`src/rtl/fetch_stage_if.sv`:
```
// Instruction memory bus between the fetch stage and instruction memory.
// The fetch stage is the master: it raises requests, memory grants and
// later returns the instruction word with rvalid.
interface fetch_stage_if;
  logic        imem_req;
  logic [31:0] imem_addr;
  logic        imem_gnt;
  logic        imem_rvalid;
  logic [31:0] imem_rdata;

  modport master (
    output imem_req,
    output imem_addr,
    input  imem_gnt,
    input  imem_rvalid,
    input  imem_rdata
  );

  modport slave (
    input  imem_req,
    input  imem_addr,
    output imem_gnt,
    output imem_rvalid,
    output imem_rdata
  );
endinterface

```
`src/rtl/fetch_stage.sv`:
```
// Instruction fetch stage: owns the PC, keeps at most one instruction memory
// read in flight, buffers returned words in a 2-entry queue and hands them
// to decode together with their PC. Redirects flush the queue and any
// in-flight read is dropped when its data finally returns.
module fetch_stage #(
  parameter logic [31:0] RESET_PC = 32'h0000_0000
) (
  input  logic                 clk,
  input  logic                 resetn,
  fetch_stage_if.master        imem,
  input  logic                 redirect_valid,
  input  logic [31:0]          redirect_pc,
  input  logic                 stall,
  output logic                 instr_valid,
  output logic [31:0]          instr,
  output logic [31:0]          instr_pc,
  output logic [31:0]          instr_pc_plus4
);

  typedef enum logic [1:0] {
    FETCH = 2'd0,
    WAIT  = 2'd1,
    DROP  = 2'd2
  } state_t;

  state_t      state;
  state_t      next_state;
  logic [31:0] pc;
  logic [31:0] q_data [2];
  logic [31:0] q_pc   [2];
  logic        head;
  logic        tail;
  logic [1:0]  count;

  logic        req_fsm;
  logic        accept;
  logic        push;
  logic        pop;
  logic [31:0] redirect_word_pc;

  assign redirect_word_pc = redirect_pc & 32'hFFFF_FFFC;
  assign accept           = req_fsm & imem.imem_gnt;
  assign push             = (state == WAIT) & imem.imem_rvalid & ~redirect_valid;
  assign pop              = (count != 2'd0) & ~stall & ~redirect_valid;

  // Request stays low during reset even though the FSM already sits in FETCH
  assign imem.imem_req  = req_fsm & resetn;
  assign imem.imem_addr = pc;

  assign instr_valid    = (count != 2'd0);
  assign instr          = q_data[head];
  assign instr_pc       = q_pc[head];
  assign instr_pc_plus4 = q_pc[head] + 32'd4;

  // Next-state logic; a redirect turns any in-flight or just-accepted read into a drop
  always_comb begin
    next_state = state;
    req_fsm    = 1'b0;
    case (state)
      FETCH: begin
        req_fsm = (count < 2'd2);
        if (redirect_valid) begin
          next_state = (req_fsm && imem.imem_gnt) ? DROP : FETCH;
        end else if (req_fsm && imem.imem_gnt) begin
          next_state = WAIT;
        end
      end
      WAIT: begin
        if (imem.imem_rvalid) begin
          next_state = FETCH;
        end else if (redirect_valid) begin
          next_state = DROP;
        end
      end
      DROP: begin
        if (imem.imem_rvalid) begin
          next_state = FETCH;
        end
      end
      default: next_state = FETCH;
    endcase
  end

  // State register and PC: redirect wins, otherwise advance on an accepted request
  always_ff @(posedge clk or negedge resetn) begin
    if (!resetn) begin
      state <= FETCH;
      pc    <= RESET_PC;
    end else begin
      state <= next_state;
      if (redirect_valid) begin
        pc <= redirect_word_pc;
      end else if (accept) begin
        pc <= pc + 32'd4;
      end
    end
  end

  // Queue storage; the returning word belongs to the PC just before the advanced pc
  always_ff @(posedge clk or negedge resetn) begin
    if (!resetn) begin
      q_data[0] <= 32'd0;
      q_data[1] <= 32'd0;
      q_pc[0]   <= 32'd0;
      q_pc[1]   <= 32'd0;
    end else if (push) begin
      q_data[tail] <= imem.imem_rdata;
      q_pc[tail]   <= pc - 32'd4;
    end
  end

  // Queue pointers and occupancy; a redirect empties the queue outright
  always_ff @(posedge clk or negedge resetn) begin
    if (!resetn) begin
      head  <= 1'b0;
      tail  <= 1'b0;
      count <= 2'd0;
    end else if (redirect_valid) begin
      head  <= 1'b0;
      tail  <= 1'b0;
      count <= 2'd0;
    end else begin
      if (push) begin
        tail <= tail + 1'b1;
      end
      if (pop) begin
        head <= head + 1'b1;
      end
      case ({push, pop})
        2'b10:   count <= count + 2'd1;
        2'b01:   count <= count - 2'd1;
        default: count <= count;
      endcase
    end
  end

endmodule

```
`src/flat_wrapper.sv`:
```
// flat-port wrapper written by rule: the top's interface ports become plain ports
module fetch_stage_flat 
#(
  parameter logic [31:0] RESET_PC = 32'h0000_0000
)
  (clk, resetn, redirect_valid, redirect_pc, stall, instr_valid, instr, instr_pc, instr_pc_plus4, imem_imem_req, imem_imem_addr, imem_imem_gnt, imem_imem_rvalid, imem_imem_rdata);
  fetch_stage_if imem_i ();
  input  logic clk;
  input  logic resetn;
  input  logic redirect_valid;
  input  logic [31:0] redirect_pc;
  input  logic stall;
  output logic instr_valid;
  output logic [31:0] instr;
  output logic [31:0] instr_pc;
  output logic [31:0] instr_pc_plus4;
  output wire logic [$bits(imem_i.imem_req)-1:0] imem_imem_req;
  output wire logic [$bits(imem_i.imem_addr)-1:0] imem_imem_addr;
  input wire logic [$bits(imem_i.imem_gnt)-1:0] imem_imem_gnt;
  input wire logic [$bits(imem_i.imem_rvalid)-1:0] imem_imem_rvalid;
  input wire logic [$bits(imem_i.imem_rdata)-1:0] imem_imem_rdata;
  assign imem_imem_req = imem_i.imem_req;
  assign imem_imem_addr = imem_i.imem_addr;
  assign imem_i.imem_gnt = imem_imem_gnt;
  assign imem_i.imem_rvalid = imem_imem_rvalid;
  assign imem_i.imem_rdata = imem_imem_rdata;
  fetch_stage #(.RESET_PC(RESET_PC)) u_core (.clk(clk), .resetn(resetn), .imem(imem_i), .redirect_valid(redirect_valid), .redirect_pc(redirect_pc), .stall(stall), .instr_valid(instr_valid), .instr(instr), .instr_pc(instr_pc), .instr_pc_plus4(instr_pc_plus4));
endmodule
```
`config.mk`:
```
export PLATFORM = sky130hd
export DESIGN_NAME = fetch_stage_flat
export DESIGN_NICKNAME = d
export VERILOG_FILES = /design/src/rtl/fetch_stage_if.sv /design/src/rtl/fetch_stage.sv /design/src/flat_wrapper.sv
export SDC_FILE = /design/constraint.sdc
export NUM_CORES = 1
export LEC_CHECK = 0
export CAP_MARGIN = 30
export CORE_ASPECT_RATIO = 0.7
export CORE_MARGIN = 3
export CORE_UTILIZATION = 39
export DETAILED_ROUTE_END_ITERATION = 8
export PLACE_DENSITY = 0.67
export SLEW_MARGIN = 25
export SYNTH_ARGS = -nofsm -noshare
export SYNTH_HDL_FRONTEND = slang
export SYNTH_SLANG_ARGS = --single-unit
```
`constraint.sdc`:
```
create_clock -name clk -period 2.9 [get_ports clk]
set_input_delay 0.29 -clock clk [delete_from_list [all_inputs] [get_ports clk]]
set_output_delay 0.29 -clock clk [all_outputs]
set_load 0.01 [all_outputs]
```
# --- Yosys cells after proc, flatten, opt, wreduce, memory -nomap -nowiden ---
# Cells that the tools add are included.
word_totals:
  reg_bits: 166
  latch_bits: 0
  mem_bits_rw: 0
  romBits: 0
  in_bits: 70
  mem_count: 0
classes:
  n_addsub: 7
  multipliers: 0
  div: 0
  magnitude_cmp: 4
  n_eq_ne: 7
  shift: 0
  muxes: 26
  n_bitwise: 10
  n_reduce_logical: 9
ops:
  columns: ["cell", "count"]
  rows:
  - ["32-bit two-way mux", 9]
  - ["64-bit bitwise mux", 2]
  - ["32-bit by 3-bit adder with 32-bit output, second input constant", 2]
  - ["32-bit demux with 1-bit select", 1]
  - ["32-bit by 3-bit subtractor with 32-bit output, second input constant", 1]
  - ["2-bit two-way mux", 7]
  - ["2-bit nonzero test", 4]
  - ["1-bit AND", 6]
  - ["2-bit one-hot mux with 3 select lines", 1]
  - ["1-bit two-way mux", 5]
  - ["2-bit by 1-bit == test with 1-bit output, second input constant", 2]
  - ["2-bit == test, second input constant", 2]
  - ["2-bit >= comparator, second input constant", 2]
  - ["1-bit NOT with 2-bit output", 2]
  - ["2-bit one-hot mux with 2 select lines", 1]
  - ["3-bit by 2-bit != test with 1-bit output, second input constant", 1]
  - ["3-bit != test, second input constant", 1]
  - ["3-bit AND reduction", 1]
  - ["3-bit nonzero test", 1]
  - ["1-bit adder, second input constant", 2]
  - ["2-bit by 1-bit adder with 2-bit output, second input constant", 1]
  - ["1-bit logical AND", 2]
  - ["2-bit zero test", 1]
  - ["2-bit by 1-bit less-than comparator with 1-bit output, second input constant", 1]
  - ["4 further kinds", 5]

# --- Longest topological paths before layout ---
# Gate-level depths: netlist of the first run.
logic_depth:
  word_depth: 6
  depth_mapped: 13
  ltp_nobuf: 8

# --- Least setup slack after synthesis of the first run ---
# No wires, ideal clock.
synth_timing:
  path_kind: "reg-to-output"
  startpoint: "reg u_core.head"
  endpoint: "out instr_pc_plus4[24]"
  arrival_ns: 3.227
  t_required_ns: 2.610
  slack_ns: -0.617
  path_stages_with_launch: 14
  n_path_buf: 5
  path_cell_list: "dfrtp_1 -> buf_2 -> buf_2 -> buf_2 -> buf_1 -> buf_1 -> mux2i_1 -> inv_1 -> ha_1 -> nand4_1 -> o22ai_1 -> nand3_1 -> nor3_1 -> xor2_1"
synth_via:
  elab_chain_len: 5
synth_lines:
  columns: ["item", "line_no", "text"]
  rows:
  - ["start, declared", "fetch_stage.sv:31", "logic head;"]
  - ["start signal, assigned", "fetch_stage.sv:127", "head <= head + 1'b1;"]
  - ["1-bit NOT with 2-bit output", null, null]
  - ["32-bit two-way mux (3 in series)", null, null]
  - ["named net instr_pc[2]", "flat_wrapper.sv:15", "output logic [31:0] instr_pc;"]
  - ["32-bit by 3-bit adder with 32-bit output", "fetch_stage.sv:53", "assign instr_pc_plus4 = q_pc[head] + 32'd4;"]
  - ["end, declared", "flat_wrapper.sv:16", "output logic [31:0] instr_pc_plus4;"]
# The timed path passes the listed nets, and every way through them passes these cells. The select of a mux whose other input is x is not followed.

# --- Worst setup path after layout of the first run ---
layout_timing:
  startpoint: "reg u_core.head"
  endpoint: "out instr_pc_plus4[26]"
layout_via:
  elab_chain_len: 5
layout_lines:
  columns: ["item", "line_no"]
  rows:
  - ["1-bit NOT with 2-bit output (not written as such)", "fetch_stage.sv:53"]
  - ["32-bit two-way mux (not written as such) (3 in series)", "fetch_stage.sv:53"]
  - ["32-bit by 3-bit adder with 32-bit output", "fetch_stage.sv:53"]
# No other way between the ends. The select of a mux whose other input is x is not followed.

==> impl_metrics.yaml, run 1 <==
outcome:
  status: "finished clean"
clocking:
  cts_max_level: 4
  cts_buffers: 17
  cts_root_buf: "clkbuf_16"
  cts.sinks: 160
  cts_buffer_depth: 2
  tritoncts: "done"
  clkSlewWorstSetupHoldPaths_ns: 0.07
  insertion_delay_ns: 0.43
timing:
  finalSetupViolations: 0
  period_share_pct: 99.1
  fin_skew_ns: 0.0134
  drv_slew: 0
  relSlewSlack_pct: 51.2
  rsz0062_at_grt: "true"
  max_slew.worst_pin.slew_ns: 0.721
  holdWs_ns: 0.332
  hold_violations: 0
  fin_crit_ns: 2.87
  max_freq_ghz: 0.348
power_and_ir_drop:
  leakagePower_nw: 5.18
  finalPower_mw: 8.37
  power_frac_comb_pct: 35.6
  switching_share_pct: 33.2
  clockPowerShare_pct: 27.7
  ir_drop_uv: 439
  seq_power_share_pct: 36.7
  power.switching_mw: 2.78
  p_int_mw: 5.59
  powerDensity_nw_per_um2: 715
routing:
  drcViolationCount: 0
  via_per_inst: 5.09
  first_pass_iters: 5
  via_count: 7149
  first_iter_violations: 506
  antenna_left: 0
  wl_um: 24000
  wl_per_cell_um: 17.1
global_routing:
  grt_remaining_overflow: 0
  grt.met3_usage_pct: 4.12
  antenna_found_initial: 0
  use_met1_pct: 29.0
  grt.busiest_layer: "met2"
  track_usage_pct: 20.0
  grt_pass1_vias: 7059
  grt_pass1_wl_um: 38200
  grt_max_degree: 93
  use_met2_pct: 31.0
setup_path:
  worst_path_max_delay_cell: "dfrtp_4"
  crit_chain: "buf_6 -> mux2i_2 -> inv_2 -> ha_4 -> nand4_1 -> o22ai_2 -> buf_6 -> nand3_4 -> nor2_2 -> xnor2_1 -> clkdlybuf4s15_2"
  arrival_ns: 2.58
  start_kind: "register"
  path_class: "register to primary output"
  crit_family: "buffers and inverters"
  path_buf_inv: 4
  slowest_delay_ns: 0.51
  required_ns: 2.61
  critPathMaxFanout: 6
  worst_path_most_repeated_cell: "buf_6"
  end_kind: "primary output"
hold_path:
  hold_path_class: "input port to async pin"
synthesis:
  yosysSeqAreaShare_pct: 46.2
  synth_cells: 919
  async_flop_share_pct: 100
  synth_edf_count: 0
  synth-warning-count: 0
  synthFlopType: "dfrtp_1"
  ys_types: 52
  synth.avg_cell_area_sq_um: 9.42
  synth_area_sq_um: 8660
  synth-seq-cells: 160
floorplanning:
  dieArea_sq_um: 24100
  rows: 44
  die_y_um: 131
  start_util_pct: 40.8
  core_sq_um: 21300
  die_x_um: 184
  ios: 200
placed_design:
  place_area_sq_um: 10900
  gp_congestion: 0.813
  portBuffers: 191
  dpl.hpwl_um: 17100
layout:
  utilization_pct: 55.1
  area_growth_pct: 35.2
  num_antenna_cells: 0
  nFillCells: 1932
  final_nets: 1189
  layout-drive-gt1-share_pct: 19.6
  design_area_sq_um: 11700
job:
  maxCapViolCount: 0
[per-stage QoR]
stage	cells	setup TNS [ns]	setup WS, ns
6_report	1405	0	0.0271
2_1_floorplan	924	0	0.00615
5_1_grt	1405	-0.500	-0.103
3_3_place_gp	1361	-0.0232	-0.0232
3_5_place_dp	1361	-0.110	-0.0557
4_1_cts	1403	-0.0960	-0.0653
[Yosys cell counts (all sizes together) (15+ instances only)]
master,number,area (sq um)
buf,24,171
clkbuf,43,193
dfrtp,160,4000
inv,16,60.1
mux2,80,901
nand2,226,848
nand3,35,175
nor2,30,113
nor3,15,75.1
nor4,17,188
o21ai,93,465
xnor2,47,412
xor2,40,350
[what timing repair did]
item | in CTS | in global routing
gates resized for setup | 84 | 28
endpoints found under the hold margin | 33 | 0
hold buffers | 1 | 0
setup buffers | 9 | 1
endpoints found under the setup margin | 25 | 22
pin swaps | 9 | 15
[state kept, by name, indices dropped and copies added (netlist names)]
name                   cells
u_core.q_pc               60
u_core.state               2
u_core.head                1
u_core.count               2
u_core.q_data             64
u_core.tail                1
u_core.imem.imem_addr     30
[per-layer routing]
layer | vias up | part of all wire [%]
met1 | 3453 | 49
li1 | 3493 | -
met2 | 182 | 45
met3 | 21 | 5.4
met5 | - | 0
met4 | 0 | 1.2
[path summary, 6_finish.rpt]
check,start,endpoint,slack [ns],depth (start not counted)
hold reg to reg,u_core.q_data[50],u_core.q_data[50],0.47,2
hold / removal,resetn,u_core.imem.imem_addr[2],0.33,2
setup / recovery,u_core.head,instr_pc_plus4[26],0.03,11
setup reg to reg,u_core.imem.imem_addr[22],u_core.q_pc[61],0.55,5
max in group asynchronous,resetn,u_core.q_pc[23],1.50,3
min in group clk,redirect_pc[24],u_core.imem.imem_addr[24],0.42,3
[power groups by stage]
stage                     clock, mW  combinational (mW)  sequential, mW
final                          2.32                2.98            3.07
after global routing           2.46                3.25            3.14
after CTS                      2.36                3.01            3.07
after detailed placement          0                3.04            3.10
after global placement            0                3.02            3.09
after floorplan                   0                1.48            2.98
[layout by cell type (no fill, tap or decap), types with 4 or more instances in the layout]
cell type / Yosys / routed
nor2_1: 30 / 25
clkbuf_16: 0 / 17
nor4_4: 5 / 5
dlygate4sd2_1: 0 / 4
nand4_1: 14 / 14
nand3_1: 35 / 33
inv_1: 16 / 15
xor2_1: 40 / 40
nor4_1: 11 / 10
xnor2_1: 47 / 47
buf_4: 8 / 41
nand2_1: 226 / 225
buf_6: 6 / 5
mux2_2: 80 / 79
o21ai_0: 85 / 85
nor3_1: 15 / 8
mux2i_1: 9 / 7
clkdlybuf4s50_1: 0 / 163
buf_2: 5 / 16
nand3b_1: 6 / 6
nor3_2: 0 / 4
a21oi_1: 8 / 8
dfrtp_1: 160 / 159
nand2b_1: 5 / 5
conb_1: 1 / 6
o21ai_1: 8 / 8
and3_1: 4 / 4
inv_6: 0 / 5
[area by class of cell]
| type | instances | area, sq um | area share (%) |
|---|---|---|---|
| inverter | 16 | 60.1 | 0.513 |
| sequential | 160 | 4010 | 34.2 |
| multi-input combinational | 681 | 4430 | 37.8 |
| clock buffer | 18 | 439 | 3.75 |
| clock inverter | 14 | 168 | 1.43 |
| timing repair buffer | 240 | 2260 | 19.3 |
| tap | 276 | 345 | 2.95 |
[worst reg2reg max path, delay by kind of cell, from the launching register on]
family	cells	cell delay [ns]
XOR/XNOR	1	0.18
AND/OR/NAND/NOR	3	1.49
flip-flops	1	0.46
AO/OA/AOI/OAI	1	0.08
[cells by family (layout without fill, tap and decap cells)]
| kind of cell | Yosys count | after routing | share of synthesized area [%] |
|---|---|---|---|
| compound gates | 116 | 116 | 7.17 |
| buf+inv | 83 | 288 | 4.90 |
| simple gates | 380 | 380 | 21.0 |
| fa+ha+maj | 3 | 3 | 0.434 |
| flops | 160 | 160 | 46.2 |
| xor+xnor | 87 | 87 | 8.80 |
| mux | 89 | 89 | 11.4 |
| other cells | 1 | 6 | 0.0433 |
No activity file was read; power rests on OpenSTA's default activity.
==> inputs of run 2 (changes only) <==
ABC_AREA = 1   (was not set)
PLACE_DENSITY = 0.65   (was 0.67)
==> impl_metrics.yaml, run 2 <==
floorplanning:
  ios: 200
  start_util_pct: 40.6
  die_x_um: 200
  die_y_um: 141
  rows: 48
  core_sq_um: 25200
  dieArea_sq_um: 28200
setup_path:
  reg2reg_from: "u_core.imem.imem_addr[2]"
  arrival_ns: 2.51
  worst_path_max_delay_cell: "dfrtp_2"
  slowest_delay_ns: 0.48
  critPathMaxFanout: 8
  crit_chain: "buf_4 -> buf_12 -> buf_12 -> nand2_1 -> nand2_2 -> nand2_2 -> inv_1 -> nand2_1 -> nor2_4 -> buf_4 -> nand2_1 -> xor2_1 -> dlygate4sd2_1"
  crit_family: "buffers and inverters"
  required_ns: 2.61
  r2r_end: "u_core.q_pc[18]"
  path_buf_inv: 6
  end_kind: "primary output"
  rr_worst_depth: 8
  worst_path_most_repeated_cell: "nand2_1"
  path_class: "register to primary output"
  rrSetupSlack_ns: 0.60
  start_kind: "register"
layout:
  final_cell_mix: "nand2_1, clkdlybuf4s50_1, dfrtp_1, inv_1, nor2_1"
  final_nets: 1850
  largest_reg_flops: 64
  largest-register: "u_core.q_data"
  layout_commonest_cell: "nand2_1"
  utilization_pct: 53.0
  nFillCells: 2545
  num_antenna_cells: 0
  area_growth_pct: 30.7
  layout-drive-gt1-share_pct: 10.1
routing:
  first_pass_iters: 6
  drcViolationCount: 0
  wl_um: 34500
  via_count: 10518
  via_per_inst: 4.97
  wl_per_cell_um: 16.3
  first_iter_violations: 895
  antenna_left: 0
placed_design:
  gp_congestion: 0.968
  dpl.hpwl_um: 25000
  portBuffers: 191
clocking:
  tritoncts: "done"
  cts_buffer_depth: 2
  cts_max_level: 4
  insertion_delay_ns: 0.45
  clkSlewWorstSetupHoldPaths_ns: 0.07
  cts.sinks: 160
  cts_root_buf: "clkbuf_16"
  cts_buffers: 17
synthesis:
  synth_cells: 1588
  synth_top_cell_area_share_pct: 39.1
  yosys.area.top_type: "dfrtp_1"
  synthTopCellsByCount: "nand2_1, nor2_1, dfrtp_1"
  synth_edf_count: 0
  synth.avg_cell_area_sq_um: 6.44
  synthTopCellsByArea: "dfrtp_1, nand2_1, nor2_1, o21ai_0, inv_1"
  yosysSeqAreaShare_pct: 39.1
  async_flop_share_pct: 100
  ys_types: 37
  synth-warning-count: 0
  synth_area_sq_um: 10200
  synth_most_common_cell: "nand2_1"
  synthFlopType: "dfrtp_1"
  synth-seq-cells: 160
timing:
  setup_tns_ns: 0
  max_freq_ghz: 0.358
  period_share_pct: 96.4
  rsz0062_at_grt: "true"
  holdWs_ns: 0.279
  relSlewSlack_pct: 46.7
  hold_violations: 0
  fin_skew_ns: 0.00845
  drv_slew: 0
  fin_crit_ns: 2.80
  max_slew.worst_pin.slew_ns: 0.800
  finalSetupViolations: 0
outcome:
  status: "finished clean"
global_routing:
  grt_pass1_vias: 10044
  grt_remaining_overflow: 0
  grt_pass1_wl_um: 54900
  antenna_found_initial: 0
  grt_max_degree: 137
  track_usage_pct: 24.8
job:
  maxCapViolCount: 0
power_and_ir_drop:
  finalPower_mw: 12.2
  powerDensity_nw_per_um2: 909
  leakagePower_nw: 6.48
  ir_drop_uv: 499
hold_path:
  hold_path_class: "input port to async pin"
run 2: cell types whose count changed after synthesis, moves of 17 or more:
cell     change
buf_2       +17
inv_1      +136
mux2_2      -80
nand2_1    +465
nand2_2     +26
nand3_1     +43
nor2_1     +137
o21ai_0     +39
xnor2_1     -46
run 2: area by class of cell:
cell class / count / area (sq um) / area share, %
Clock inverter: 14 / 135 / 1.01
Inverter: 160 / 606 / 4.53
Timing Repair Buffer: 238 / 2340 / 17.5
Tap cell: 325 / 407 / 3.04
Clock buffer: 18 / 439 / 3.28
Sequential cell: 160 / 4010 / 30.0
Multi-Input combinational cell: 1200 / 5440 / 40.7
run 2: metal layers:
metal  wire, um  vias up  global-route usage (%)
met3       2770       33                    6.31
met4        377        0                    5.14
met1      17100     4893                    38.0
met5          0        -                       0
li1           -     5251                       -
met2      14300      341                    35.4
run 2: how the worst max path moves through the flow:
stage                 from                  to  slack [ns]  depth (start not counted)
2_1_floorplan  u_core.head  instr_pc_plus4[16]        0.85                          8
4_1_cts        u_core.head  instr_pc_plus4[27]        0.03                         12
6_report       u_core.head  instr_pc_plus4[18]        0.10                         13
5_1_grt        u_core.head  instr_pc_plus4[23]       -0.01                         13
3_3_place_gp   u_core.head  instr_pc_plus4[18]        0.11                         10
3_5_place_dp   u_core.head  instr_pc_plus4[18]        0.05                         10
run 2: cells by family (layout without fill, tap and decap cells):
logic type      count (synthesis)  in the layout  synth area share (%)
flops                         160            160                  39.1
buf+inv                       233            430                  9.81
other cells                     1              6                0.0367
xor+xnor                       31             31                  2.65
compound gates                152            152                  7.88
simple gates                 1008           1008                  40.1
fa+ha+maj                       3              3                 0.367
run 2: per-stage QoR:
stage | worst slack, ns | cell area [sq um] | instances
detailed placement | 0.0533 | 12400 | 2060
global placement | 0.112 | 12400 | 2060
global route | -0.0101 | 13400 | 2115
CTS | 0.0335 | 13300 | 2109
finish | 0.105 | 13400 | 2115
floorplan | 0.850 | 10200 | 1593
run 2: repair_timing:
action,CTS,global route
buffers inserted,13,7
hold buffers,1,0
cloned,3,0
pin swaps,13,12
endpoints found under the hold margin,24,0
gates resized for setup,66,28
endpoints found under the setup margin,26,18
run 2: report_power, final:
part / leakage, nW / internal (mW) / switching [mW] / total (mW)
Combinational: 4.19 / 2.67 / 3.62 / 6.30
Clock: 0.280 / 1.17 / 1.10 / 2.26
Sequential: 2.01 / 2.96 / 0.642 / 3.60
run 2: worst register-to-register path: stages (launching register included):
cell	delay [ns]
dfrtp_1	0.47
inv_2	0.16
ha_1	0.34
nand2_1	0.20
nor2_1	0.45
nand2_1	0.12
xor2_1	0.30
nand2_1	0.08
o21ai_0	0.10
==> inputs of run 3 (changes only) <==
CTS_CLUSTER_DIAMETER = 40   (was not set)
==> results of run 3 <==
Same layout as run 2: the final DEF is identical, and so are final timing and power.
